`config.mk`:
```
export PLATFORM = sky130hd
export DESIGN_NAME = bldc_gatedrv_dt
export DESIGN_NICKNAME = d
export VERILOG_FILES = /design/src/rtl/bldc_gd_pkg.sv /design/src/rtl/bldc_gatedrv_dt_phase.sv /design/src/rtl/bldc_gatedrv_dt.sv
export SDC_FILE = /design/constraint.sdc
export NUM_CORES = 1
export LEC_CHECK = 0
export ABC_AREA = 1
export ABC_CLOCK_PERIOD_IN_PS = 1600
export BUFFER_PORTS_ARGS = -buffer_cell sky130_fd_sc_hd__buf_2
export CAP_MARGIN = 20
export CORE_MARGIN = 2
export CORE_UTILIZATION = 60
export DETAILED_ROUTE_END_ITERATION = 10
export PLACE_DENSITY = 0.82
export SYNTH_ARGS = -nofsm -noshare
export SYNTH_HDL_FRONTEND = slang
export SYNTH_SLANG_ARGS = --single-unit
```
`constraint.sdc`:
```
create_clock -name clk -period 1.6 [get_ports clk]
set_input_delay 0.08 -clock clk [delete_from_list [all_inputs] [get_ports clk]]
set_output_delay 0.08 -clock clk [all_outputs]
set_load 0.03 [all_outputs]
```
`src/rtl/bldc_gd_pkg.sv`:
```
// bldc_gd_pkg: shared states, gate encodings and hall commutation table
package bldc_gd_pkg;
  typedef enum logic [1:0] {IDLE = 2'd0, RUN = 2'd1, BRAKE = 2'd2, FAULT = 2'd3} state_t;
  localparam logic [1:0] COAST = 2'b00;
  localparam logic [1:0] LOW_ON = 2'b01;
  localparam logic [1:0] HIGH_ON = 2'b10;
  typedef struct packed {
    logic valid;
    logic [1:0] hi;
    logic [1:0] lo;
  } comm_t;
  // Phase indices: 0=A, 1=B, 2=C; reverse swaps the high and low phases
  function automatic comm_t commutate(input logic [2:0] h, input logic d);
    comm_t c;
    case (h)
      3'b101: c = {1'b1, 2'd0, 2'd1};
      3'b100: c = {1'b1, 2'd0, 2'd2};
      3'b110: c = {1'b1, 2'd1, 2'd2};
      3'b010: c = {1'b1, 2'd1, 2'd0};
      3'b011: c = {1'b1, 2'd2, 2'd0};
      3'b001: c = {1'b1, 2'd2, 2'd1};
      default: c = {1'b0, 2'd0, 2'd0};
    endcase
    if (d) c = {c.valid, c.lo, c.hi};
    return c;
  endfunction
endpackage

```
`src/rtl/bldc_gatedrv_dt_phase.sv`:
```
// bldc_phase_deadtime: per-phase shoot-through guard with instant turn-off and delayed turn-on
module bldc_phase_deadtime
  import bldc_gd_pkg::*;
#(
  parameter int DEADTIME = 8
) (
  input  logic       clk,
  input  logic       rst,
  input  logic [1:0] req,
  output logic [1:0] gate
);
  localparam logic [7:0] DT = 8'(DEADTIME);
  logic [7:0] off_hi, off_lo;
  logic [1:0] nxt;
  // A switch may be on only if requested alone and its complement has been off long enough
  always_comb begin
    nxt[1] = req[1] && !req[0] && off_lo == DT;
    nxt[0] = req[0] && !req[1] && off_hi == DT;
  end
  // Off-counters track the outgoing gate so this cycle's turn-off already counts
  always_ff @(posedge clk) begin
    if (rst) begin
      gate <= COAST;
      off_hi <= DT;
      off_lo <= DT;
    end else begin
      gate <= nxt;
      off_hi <= nxt[1] ? 8'd0 : off_hi == DT ? DT : off_hi + 8'd1;
      off_lo <= nxt[0] ? 8'd0 : off_lo == DT ? DT : off_lo + 8'd1;
    end
  end
endmodule

```
`src/rtl/bldc_gatedrv_dt.sv`:
```
// bldc_gatedrv_dt: hall-commutated three-phase gate driver with fault FSM and dead-time guards
module bldc_gatedrv_dt
  import bldc_gd_pkg::*;
#(
  parameter int DEADTIME = 8,
  parameter int HALL_STABLE = 4
) (
  input  logic       clk,
  input  logic       rst,
  input  logic       enable,
  input  logic       pwm,
  input  logic       dir,
  input  logic       brake,
  input  logic [2:0] hall,
  input  logic       fault_clr,
  output logic [1:0] gate_a,
  output logic [1:0] gate_b,
  output logic [1:0] gate_c,
  output logic       fault,
  output logic [1:0] state
);
  localparam logic [7:0] HS = 8'(HALL_STABLE);
  logic [2:0] sync1, sync2, cand, hall_filt;
  logic [7:0] cnt;
  state_t st, nxt;
  comm_t cm;
  logic [1:0] g [3];
  // Synchronise hall, then accept a code only once it has held HALL_STABLE cycles
  always_ff @(posedge clk) begin
    if (rst) begin
      sync1 <= 3'b101;
      sync2 <= 3'b101;
      cand <= 3'b101;
      cnt <= 8'd0;
      hall_filt <= 3'b101;
    end else begin
      sync1 <= hall;
      sync2 <= sync1;
      cand <= sync2;
      cnt <= sync2 != cand ? 8'd1 : cnt == HS ? HS : cnt + 8'd1;
      if (cnt == HS) hall_filt <= cand;
    end
  end
  // Next state drives both the state register and the gate requests so they line up
  always_comb begin
    cm = commutate(hall_filt, dir);
    nxt = !cm.valid ? FAULT : st == FAULT ? (fault_clr ? IDLE : FAULT) :
          brake ? BRAKE : enable ? RUN : IDLE;
  end
  // State and fault flag registered alongside the guarded gates
  always_ff @(posedge clk) begin
    st <= rst ? IDLE : nxt;
    fault <= !rst && nxt == FAULT;
  end
  for (genvar i = 0; i < 3; i++) begin : g_ph
    logic [1:0] r;
    assign r = nxt == BRAKE ? LOW_ON :
               nxt != RUN ? COAST :
               cm.hi == 2'(i) ? {pwm, 1'b0} :
               cm.lo == 2'(i) ? LOW_ON : COAST;
    bldc_phase_deadtime #(.DEADTIME(DEADTIME)) u_dt (
      .clk(clk),
      .rst(rst),
      .req(r),
      .gate(g[i])
    );
  end
  assign gate_a = g[0];
  assign gate_b = g[1];
  assign gate_c = g[2];
  assign state = st;
endmodule

```
-- After elaboration in Yosys (flattened, before gate mapping)
Index checks and enable logic that the tools add are counted.
- flip-flop bits (word level): 77
- logic and storage cells: 116
- bits of input ports: 10
- output and inout bits: 9
- equality and inequality tests: 22
- add/subtract/negate cells: 7
- multiplexer cells: 33
- reduce and logical (&&, ||, !) cells: 30
- operators with widths (kind ; number):
    $add 8x1->8 const B ; 7
    $mux 4 ; 13
    $eq 8x4->1 const B ; 6
    $pmux 5 s6 ; 1
    $mux 2 ; 13
    $reduce_or 3->1 ; 7
    $logic_and 1x1->1 ; 13
    $eq 2x2->1 const B ; 5
    $eq 3x3->1 const B ; 3
    $eq 8x3->1 const B ; 1
    $logic_not 1->1 ; 7
    $eq 3x2->1 const B ; 2
    $mux 1 ; 5
    $eq 2x1->1 const B ; 2
    $logic_not 2->1 ; 2
    $eq 3x1->1 const B ; 1
    $mux 3 ; 1
    $ne 3x3->1 ; 1
    $ne 2x1->1 const B ; 1
    $reduce_or 2->1 ; 1

-- Depth between registers and ports, before layout
Gate-level depths: netlist (run 1).
- depth in word-level cells: 12
- depth in mapped cells: 9

-- Modules after synthesis
Synthesis (run 1) repeated with hierarchy kept, for this count alone.
- cell total of the unflattened synthesis: 517
- area total of the unflattened synthesis: 3636.0 µm²
- modules (own cells, without submodules) (module ; cells an instance ; times used ; sequential area each (µm²) ; area each (µm²)):
    bldc_phase_deadtime ; 120 ; 3 ; 360.3 ; 848.3
    bldc_gatedrv_dt ; 157 ; 1 ; 460.4 ; 1091.0

-- Least setup slack after synthesis (run 1)
No wires, ideal clock.
- path type: reg-to-reg
- start: register st[0] (netlist: state[0])
- end: register g_ph[0].u_dt.off_hi[6]
- slack: 0.073 ns
- period minus slack after synthesis: 1.527 ns
- data arrival time: 1.412 ns
- cell stages (with the launch flop): 10
- required time: 1.484 ns
- library setup time: 0.116 ns
- cells stage by stage: dfxtp_1 nand2_1 nand2_1 nand2_1 a21oi_4 nand2_2 nor2_2 nand3_2 nand2_4 nor2_1
- cells in the longest elaborated chain, start to end: 10
- ends and longest elaborated chain (element ; line ; text):
    start: declaration ; bldc_gatedrv_dt.sv:25 ; state_t st, nxt;
    start signal: assignment ; bldc_gatedrv_dt.sv:52 ; st <= rst ? IDLE : nxt;
    $eq 2x2->1 * ; bldc_gatedrv_dt.sv:47 ; nxt = !cm.valid ? FAULT : st == FAULT ? (fault_clr ? IDLE : FAULT) :
    $mux 2 * (2 in series) ; bldc_gatedrv_dt.sv:47 ;
    $ne 2x1->1 ; bldc_gatedrv_dt.sv:58 ; nxt != RUN ? COAST :
    $mux 2 ; bldc_gatedrv_dt.sv:58 ;
    $mux 2 * ; bldc_gatedrv_dt.sv:57 ; assign r = nxt == BRAKE ? LOW_ON :
    $logic_not 1->1 ; bldc_gatedrv_dt_phase.sv:17 ; nxt[1] = req[1] && !req[0] && off_lo == DT;
    $logic_and 1x1->1 * (2 in series) ; bldc_gatedrv_dt_phase.sv:17 ;
    $reduce_or 3->1 (no source line) * ; -- ;
    end signal: assignment ; bldc_gatedrv_dt_phase.sv:28 ; off_hi <= nxt[1] ? 8'd0 : off_hi == DT ? DT : off_hi + 8'd1;
    end: declaration ; bldc_gatedrv_dt_phase.sv:13 ; logic [7:0] off_hi, off_lo;
Every way passes the cells marked *; elsewhere a longest branch is shown, timed or not.
A chain may end at the register's enable or synchronous reset.

-- Worst setup path after layout (run 1)
- start: register st[0] (netlist: state[0])
- end: register g_ph[0].u_dt.off_lo[0]
- cells in the longest elaborated chain, start to end: 10
- ends and longest elaborated chain (element ; line ; text):
    $eq 2x2->1 * ; bldc_gatedrv_dt.sv:47 ;
    $mux 2 * (2 in series) ; bldc_gatedrv_dt.sv:47 ;
    $ne 2x1->1 ; bldc_gatedrv_dt.sv:58 ;
    $mux 2 ; bldc_gatedrv_dt.sv:58 ;
    $mux 2 * ; bldc_gatedrv_dt.sv:57 ;
    $logic_not 1->1 ; bldc_gatedrv_dt_phase.sv:18 ; nxt[0] = req[0] && !req[1] && off_hi == DT;
    $logic_and 1x1->1 * (2 in series) ; bldc_gatedrv_dt_phase.sv:18 ;
    $reduce_or 3->1 (no source line) * ; -- ;
    end signal: assignment ; bldc_gatedrv_dt_phase.sv:29 ; off_lo <= nxt[0] ? 8'd0 : off_lo == DT ? DT : off_lo + 8'd1;
    end: declaration ; bldc_gatedrv_dt_phase.sv:13 ;
Marked as above.

==> results.py, run 1 <==
metrics = {
    "final_layout": {
        "register_area_sq_um": 1550,
        "layout_commonest_cell": "sky130_fd_sc_hd__nor2_1",
        "final_util_pct": 71.2,
        "nNetsFinal": 471,
        "drive_gt1_share_pct": 16.4,
        "num-fill-cells": 403,
        "stdcell_count": 524,
        "area_growth_pct": 16.3,
        "n_antenna_cell": 0,
        "multi_input_area_sq_um": 1600,
        "most-common-layout-cells": "sky130_fd_sc_hd__nor2_1, sky130_fd_sc_hd__dfxtp_1, sky130_fd_sc_hd__inv_1, sky130_fd_sc_hd__nand2_1, sky130_fd_sc_hd__nand3_1",
    },
    "detailed_routing": {
        "post_drt_via_cell_ratio": 4.89,
        "wl_mm": 5.97,
        "drcViolationCount": 0,
        "drt_first_iter_violations": 132,
        "dr_total_vias": 2561,
        "final_antenna_violating_net_count": 0,
        "number_of_iterations_in_the_first_detailed_routing_pass": 4,
        "detail_route.wl_per_cell_um": 11.4,
    },
    "logic_synthesis": {
        "mean_post_synth_cell_area_sq_um": 8.14,
        "synth_seq_area_share_pct": 46.3,
        "synth_top_area_share_pct": 46.3,
        "asyncSetResetFlopFracSynth_pct": 0,
        "synth_seq_cells": 77,
        "ys_top_cells_by_area": "sky130_fd_sc_hd__dfxtp_1, sky130_fd_sc_hd__nor2_1, sky130_fd_sc_hd__xor2_1, sky130_fd_sc_hd__inv_1, sky130_fd_sc_hd__ha_1",
        "syn_area_sq_um": 3330,
        "synth.net_count": 433,
        "dominantRegCellSynth": "sky130_fd_sc_hd__dfxtp_1",
        "yosysTopAreaCell": "sky130_fd_sc_hd__dfxtp_1",
        "syn-instance-count": 409,
        "count_of_flip_flops_with_a_built_in_enable_after_synthesis": 0,
        "ys_warn_count": 0,
        "synthDistinctLibCells": 27,
    },
    "sta": {
        "setup-violations-final": 0,
        "fin_crit_ns": 1.49,
        "max-slew-margin-rel_pct": 67.4,
        "period_share_pct": 92.9,
        "finClkSkew_ns": 0.00809,
        "timing.final.hold_violations": 0,
        "finalWorstSetupSlack_ns": 0.114,
        "drv_slew": 0,
        "fmax_mhz": 673,
        "tightest_slew_ns": 0.485,
    },
    "power": {
        "peakVddDrop_mv": 0.575,
        "p_int_mw": 3.01,
        "p_leak_nw": 1.56,
        "net_sw_share_pct": 23.7,
        "share_comb_of_total_power_pct": 8.4,
        "cellPowerDensity_nw_per_um2": 1020,
        "sequentialPowerShare_pct": 50.6,
        "power.switching_mw": 0.937,
        "power.clock.fraction_pct": 41.0,
    },
    "global_route": {
        "grt_use_met3_pct": 3.91,
        "antenna_found_initial": 0,
        "global_route_wire_length_before_repair_mm": 10.2,
        "grtUsageMet1_pct": 25.8,
        "grt_overflow": 0,
        "use_met2_pct": 34.7,
        "grt.total_usage_pct": 20.7,
        "grt_max_degree": 17,
        "grt-busiest-layer": "met2",
        "first_global_vias": 2446,
    },
    "die": {
        "floorplan.initialDensity_pct": 61.2,
        "die_h_um": 78.5,
        "io_pins": 19,
        "std_cell_rows": 27,
        "horizontal_die_dimension_um": 78.5,
        "die-area_sq_um": 6160,
        "floorplan.core_area_sq_um": 5440,
    },
    "setup_path": {
        "critPathLaunch": "state[0]$_SDFF_PP0_",
        "worst_setup_path_start_kind": "flop",
        "worstPathRequired_ns": 1.84,
        "crit_path_most_repeated_cell": "sky130_fd_sc_hd__nand2_1",
        "criticalPathCategory": "reg2reg",
        "rr_startpoint": "state[0]$_SDFF_PP0_",
        "crit_chain": "nand2_1, nand3b_1, nand2_1, a21oi_2, nand2_2, nand2_1, nand2_1, nand2_4, nor2_1",
        "critPathSlowestCell": "sky130_fd_sc_hd__dfxtp_2",
        "end_kind": "flop",
        "arrival_ns": 1.72,
        "worstPathMaxFanout": 7,
        "cp_peak_stage_delay_ns": 0.35,
    },
    "place": {
        "post-place-cells": 502,
        "detailed_place_hpwl_mm": 4.09,
        "io_buffer_count": 18,
        "routabilityCongestion": 0.857,
        "detailedPlace.worstSlack_ns": 0.0681,
    },
    "cts": {
        "tritoncts.num_buffers": 9,
        "h-tree-depth": 3,
        "tritoncts_num_sinks": 77,
        "worst_case_clock_buffer_depth": 2,
        "cts-root-buf": "sky130_fd_sc_hd__clkbuf_8",
        "tritoncts_clock_tree": "built",
        "post_cts_clock_slew_at_the_launch_and_capture_registers_of_the_worst_setup_and_hold_paths_ns": 0.08,
        "clkLatencyLatePin_ns": 0.34,
    },
    "worst_hold_path": {
        "hold_path.class": "in2reg",
        "worst_hold_start": "rst",
    },
    "run_status": {
        "run_status": "complete, no violations",
    },
    "flow_run": {
        "total_of_max_cap_violations": 0,
    },
}
## path summary, 6_finish.rpt
| check | to | slack, ns | depth (start not counted) |
|---|---|---|---|
| worst max-delay path | g_ph[0].u_dt.off_lo[0]$_SDFF_PP0_ | 0.11 | 9 |
| worst min-delay path | g_ph[0].u_dt.gate[0]$_SDFF_PP0_ | 0.10 | 2 |
| worst max register to register | g_ph[0].u_dt.off_lo[0]$_SDFF_PP0_ | 0.11 | 9 |
| worst min register to register | sync2[0]$_SDFF_PP1_ | 0.41 | 1 |
## power groups by stage
stage | Combinational (mW) | Sequential [mW] | Clock, mW
after CTS | 0.304 | 2.00 | 1.64
after global routing | 0.369 | 2.01 | 1.71
after global placement | 0.287 | 2.04 | 0
final | 0.331 | 2.00 | 1.62
after floorplan | 0.188 | 2.06 | 0
after detailed placement | 0.295 | 2.05 | 0
## synth_stat cells, types with 7 or more instances
master	instances
sky130_fd_sc_hd__dfxtp_1	77
sky130_fd_sc_hd__ha_1	14
sky130_fd_sc_hd__inv_1	60
sky130_fd_sc_hd__nand2_1	43
sky130_fd_sc_hd__nand3_1	28
sky130_fd_sc_hd__nand4_1	9
sky130_fd_sc_hd__nor2_1	79
sky130_fd_sc_hd__nor3_1	7
sky130_fd_sc_hd__nor4_1	7
sky130_fd_sc_hd__or2_2	7
sky130_fd_sc_hd__xnor2_1	14
sky130_fd_sc_hd__xor2_1	26
## registers in the layout, indices dropped and copies added (netlist names)
signal	flops
cand	3
g_ph.u_dt.gate	6
state	2
sync2	3
hall_filt	3
g_ph.u_dt.off_hi	24
cnt	8
fault	1
g_ph.u_dt.off_lo	24
sync1	3
## final cells by class
class | count | area share (%)
Multi-Input combinational cell | 269 | 41.3
Clock inverter | 5 | 2.17
Tap cell | 72 | 2.33
Clock buffer | 11 | 3.65
Sequential cell | 77 | 39.9
Inverter | 60 | 5.82
Timing Repair Buffer | 30 | 4.85
## per-layer routing
| metal | up-vias | share of wire (%) |
|---|---|---|
| li1 | 1352 | - |
| met1 | 1157 | 47 |
| met2 | 41 | 48 |
| met3 | 11 | 3.3 |
| met4 | 0 | 2.1 |
| met5 | - | 0 |
## timing repair
| item | 4_1_cts | 5_1_grt |
|---|---|---|
| buffers inserted | 0 | 3 |
| gates resized for setup | 0 | 16 |
| endpoints found under the hold margin | 3 | 0 |
| setup endpoints to repair | 0 | 51 |
| hold buffers | 3 | 0 |
## critical path, delay by kind of cell, from the launching register on
family | cells | cell delay, ns
flops | 1 | 0.35
simple gates | 8 | 0.80
compound gates | 1 | 0.22
## stage by stage
stage | TNS (ns) | hold WS [ns] | power [mW] | area, sq um
floorplan | 0 | 0.184 | 2.25 | 3330
global placement | 0 | 0.268 | 2.33 | 3540
detailed placement | 0 | 0.279 | 2.34 | 3540
CTS | 0 | 0.0905 | 3.95 | 3800
global route | -0.354 | 0.131 | 4.09 | 3870
finish | 0 | 0.101 | 3.95 | 3870
## cells by family (layout without fill, tap and decap cells)
logic type / count (synthesis) / in the layout / synth area share, %
AO/OA/AOI/OAI: 18 / 18 / 3.38
AND/OR/NAND/NOR: 197 / 197 / 27.4
adder cells (fa/ha/maj): 14 / 14 / 5.26
buffers and inverters: 63 / 106 / 7.11
flip-flops: 77 / 77 / 46.3
XOR/XNOR: 40 / 40 / 10.5
Note: power is estimated with default switching activity, not from simulation.
==> run 2: changes to the inputs <==
- CORE_ASPECT_RATIO: unset -> 1.4
- GPL_ROUTABILITY_DRIVEN: unset -> 0
- PLACE_DENSITY: 0.82 -> 0.85
==> run 2 against run 1 <==
Worst hold slack got worse by 0.023 ns. First-iteration DRC count fell by 9.1%. Die area rose by 0.13%. Sequential share of layout area is 0.27 points higher. Global-route usage is 2.1 points higher. Cell area down 0.74%. Flip-flop and latch count unchanged. Via count rose by 5.1%. Utilization shrank 0.61 points. Critical endpoint is now g_ph[1].u_dt.off_lo[1]$_SDFF_PP0_.
==> results.py, run 2 (synthesis results as in run 1) <==
metrics = {
    "run_status": {
        "run_status": "complete, no violations",
    },
    "die": {
        "floorplan.core_area_sq_um": 5450,
        "die-area_sq_um": 6170,
        "std_cell_rows": 32,
        "floorplan.initialDensity_pct": 61.1,
        "die_h_um": 92.1,
        "io_pins": 19,
        "horizontal_die_dimension_um": 66.9,
    },
    "sta": {
        "period_share_pct": 92.4,
        "timing.final.hold_violations": 0,
        "finClkSkew_ns": 0.00484,
        "drv_slew": 0,
        "max-slew-margin-rel_pct": 70.6,
        "tightest_slew_ns": 0.437,
        "setup-violations-final": 0,
        "fmax_mhz": 676,
        "fin_crit_ns": 1.48,
    },
    "worst_hold_path": {
        "worst_hold_start": "rst",
        "hold_path_end": "sync2[1]$_SDFF_PP0_",
        "hold_path.class": "in2reg",
        "hold_depth": 2,
    },
    "cts": {
        "h-tree-depth": 3,
        "tritoncts_num_sinks": 77,
        "worst_case_clock_buffer_depth": 2,
        "tritoncts_clock_tree": "built",
        "post_cts_clock_slew_at_the_launch_and_capture_registers_of_the_worst_setup_and_hold_paths_ns": 0.07,
        "clkLatencyLatePin_ns": 0.35,
        "cts-root-buf": "sky130_fd_sc_hd__clkbuf_8",
        "tritoncts.num_buffers": 9,
    },
    "final_layout": {
        "reg_top3": "g_ph.u_dt.off_hi (24), g_ph.u_dt.off_lo (24), cnt (8)",
        "register_area_sq_um": 1540,
        "nNetsFinal": 474,
        "multi_input_area_sq_um": 1600,
        "drive_gt1_share_pct": 16.3,
        "post_route_design_area_sq_um": 3840,
        "area_growth_pct": 15.4,
        "n_antenna_cell": 0,
        "most-common-layout-cells": "sky130_fd_sc_hd__nor2_1, sky130_fd_sc_hd__dfxtp_1, sky130_fd_sc_hd__inv_1, sky130_fd_sc_hd__nand2_1, sky130_fd_sc_hd__nand3_1",
        "layout_commonest_cell": "sky130_fd_sc_hd__nor2_1",
        "final_util_pct": 70.5,
        "num-fill-cells": 440,
    },
    "global_route": {
        "grt.total_usage_pct": 22.8,
        "antenna_found_initial": 0,
        "first_global_vias": 2627,
        "grt_max_degree": 19,
        "global_route_wire_length_before_repair_mm": 10.6,
        "grt_overflow": 0,
    },
    "place": {
        "io_buffer_count": 18,
        "detailed_place_hpwl_mm": 4.21,
        "placedInstanceArea_sq_um": 3540,
    },
    "setup_path": {
        "reg2regPathDepth": 9,
        "worstPathRequired_ns": 1.85,
        "critical_path.reg2reg.endpoint": "g_ph[1].u_dt.off_lo[1]$_SDFF_PP0_",
        "worst_setup_path_start_kind": "flop",
        "end_kind": "flop",
        "timing.reg2reg.setup_slack_ns": 0.12,
        "worstPathMaxFanout": 7,
        "rr_startpoint": "hall_filt[1]$_SDFFE_PP0P_",
        "arrival_ns": 1.73,
        "criticalPathCategory": "reg2reg",
    },
    "detailed_routing": {
        "detail_route.wl_per_cell_um": 12.1,
        "drcViolationCount": 0,
        "top_routing_layer_in_use": "met4",
        "drt_first_iter_violations": 120,
        "wl_mm": 6.32,
        "number_of_iterations_in_the_first_detailed_routing_pass": 4,
        "dr_total_vias": 2691,
        "drt-met1-wl_mm": 2.51,
        "met2WireLength_mm": 3.31,
        "final_antenna_violating_net_count": 0,
        "post_drt_via_cell_ratio": 5.16,
        "dr_wl_met3_um": 196,
    },
    "power": {
        "p_leak_nw": 1.57,
        "peakVddDrop_mv": 0.762,
        "cellPowerDensity_nw_per_um2": 955,
    },
    "flow_run": {
        "total_of_max_cap_violations": 0,
    },
}
run 2: cell types whose count changed in the layout (fill, tap and decap cells not counted), moves of 2 or more:
cell                         change
sky130_fd_sc_hd__o21ai_1         -3
sky130_fd_sc_hd__buf_4           +3
sky130_fd_sc_hd__bufinv_16       -2
sky130_fd_sc_hd__clkinvlp_4      -2
sky130_fd_sc_hd__o21ai_0         +2
sky130_fd_sc_hd__nand2_1         +2
sky130_fd_sc_hd__clkbuf_8        +2
run 2: critical path, stage by stage (launching register included):
cell and delay, ns:
sky130_fd_sc_hd__dfxtp_1 0.36, sky130_fd_sc_hd__nand2_2 0.12, sky130_fd_sc_hd__nand2_2 0.08, sky130_fd_sc_hd__a21oi_4 0.20, sky130_fd_sc_hd__buf_4 0.13, sky130_fd_sc_hd__nand3b_1 0.08, sky130_fd_sc_hd__nand2_1 0.08, sky130_fd_sc_hd__nand2_1 0.12
sky130_fd_sc_hd__nand2_4 0.15, sky130_fd_sc_hd__nor2_1 0.05
run 2: worst max-delay path by stage:
stage | from | to | slack [ns] | cells after the start
floorplan | state[0]$_SDFF_PP0_ | g_ph[0].u_dt.off_hi[6]$_SDFF_PP0_ | 0.07 | 9
global placement | state[0]$_SDFF_PP0_ | g_ph[2].u_dt.off_lo[0]$_SDFF_PP0_ | 0.13 | 9
detailed placement | state[1]$_SDFF_PP0_ | g_ph[2].u_dt.off_lo[4]$_SDFF_PP0_ | 0.1 | 9
CTS | g_ph[2].u_dt.off_hi[0]$_SDFF_PP0_ | g_ph[2].u_dt.off_hi[6]$_SDFF_PP0_ | 0.06 | 8
global route | state[0]$_SDFF_PP0_ | g_ph[2].u_dt.off_hi[6]$_SDFF_PP0_ | -0.001 | 9
finish | hall_filt[1]$_SDFFE_PP0P_ | g_ph[1].u_dt.off_lo[1]$_SDFF_PP0_ | 0.12 | 9
run 2: timing repair:
| action | 4_1_cts | 5_1_grt |
|---|---|---|
| hold buffers | 3 | 0 |
| setup buffers | 0 | 5 |
| gates resized for setup | 0 | 12 |
| endpoints found under the setup margin | 0 | 47 |
| hold endpoints to repair | 3 | 0 |
run 2: power by group:
part	switching (mW)	internal [mW]
registers	0.0370	1.97
logic	0.200	0.131
clock network	0.654	0.681
run 2: cell type report:
type                       count  share of cell area [%]
multi-input combinational    269                    41.6
clock inverter                 1                   0.130
tap                           68                    2.21
inverter                      60                    5.86
timing repair buffer          33                    5.47
sequential                    77                    40.2
clock buffer                  14                    4.50
run 2: layer usage:
layer	vias to the layer above	global-route usage (%)
met1	1258	24.1
met3	27	5.03
met4	0	13.6
met2	42	40.0
li1	1364	-
met5	-	0
run 2: per-stage QoR:
| stage | std cells | setup slack, ns | total power, mW | hold WS [ns] | TNS [ns] |
|---|---|---|---|---|---|
| after global placement | 499 | 0.129 | 2.33 | 0.265 | 0 |
| after detailed placement | 499 | 0.0991 | 2.34 | 0.264 | 0 |
| final | 522 | 0.122 | 3.67 | 0.0781 | 0 |
| after floorplan | 409 | 0.0725 | 2.25 | 0.184 | 0 |
| after CTS | 517 | 0.0593 | 3.67 | 0.0653 | 0 |
| after global routing | 522 | -0.00103 | 3.81 | 0.0901 | -0.00103 |
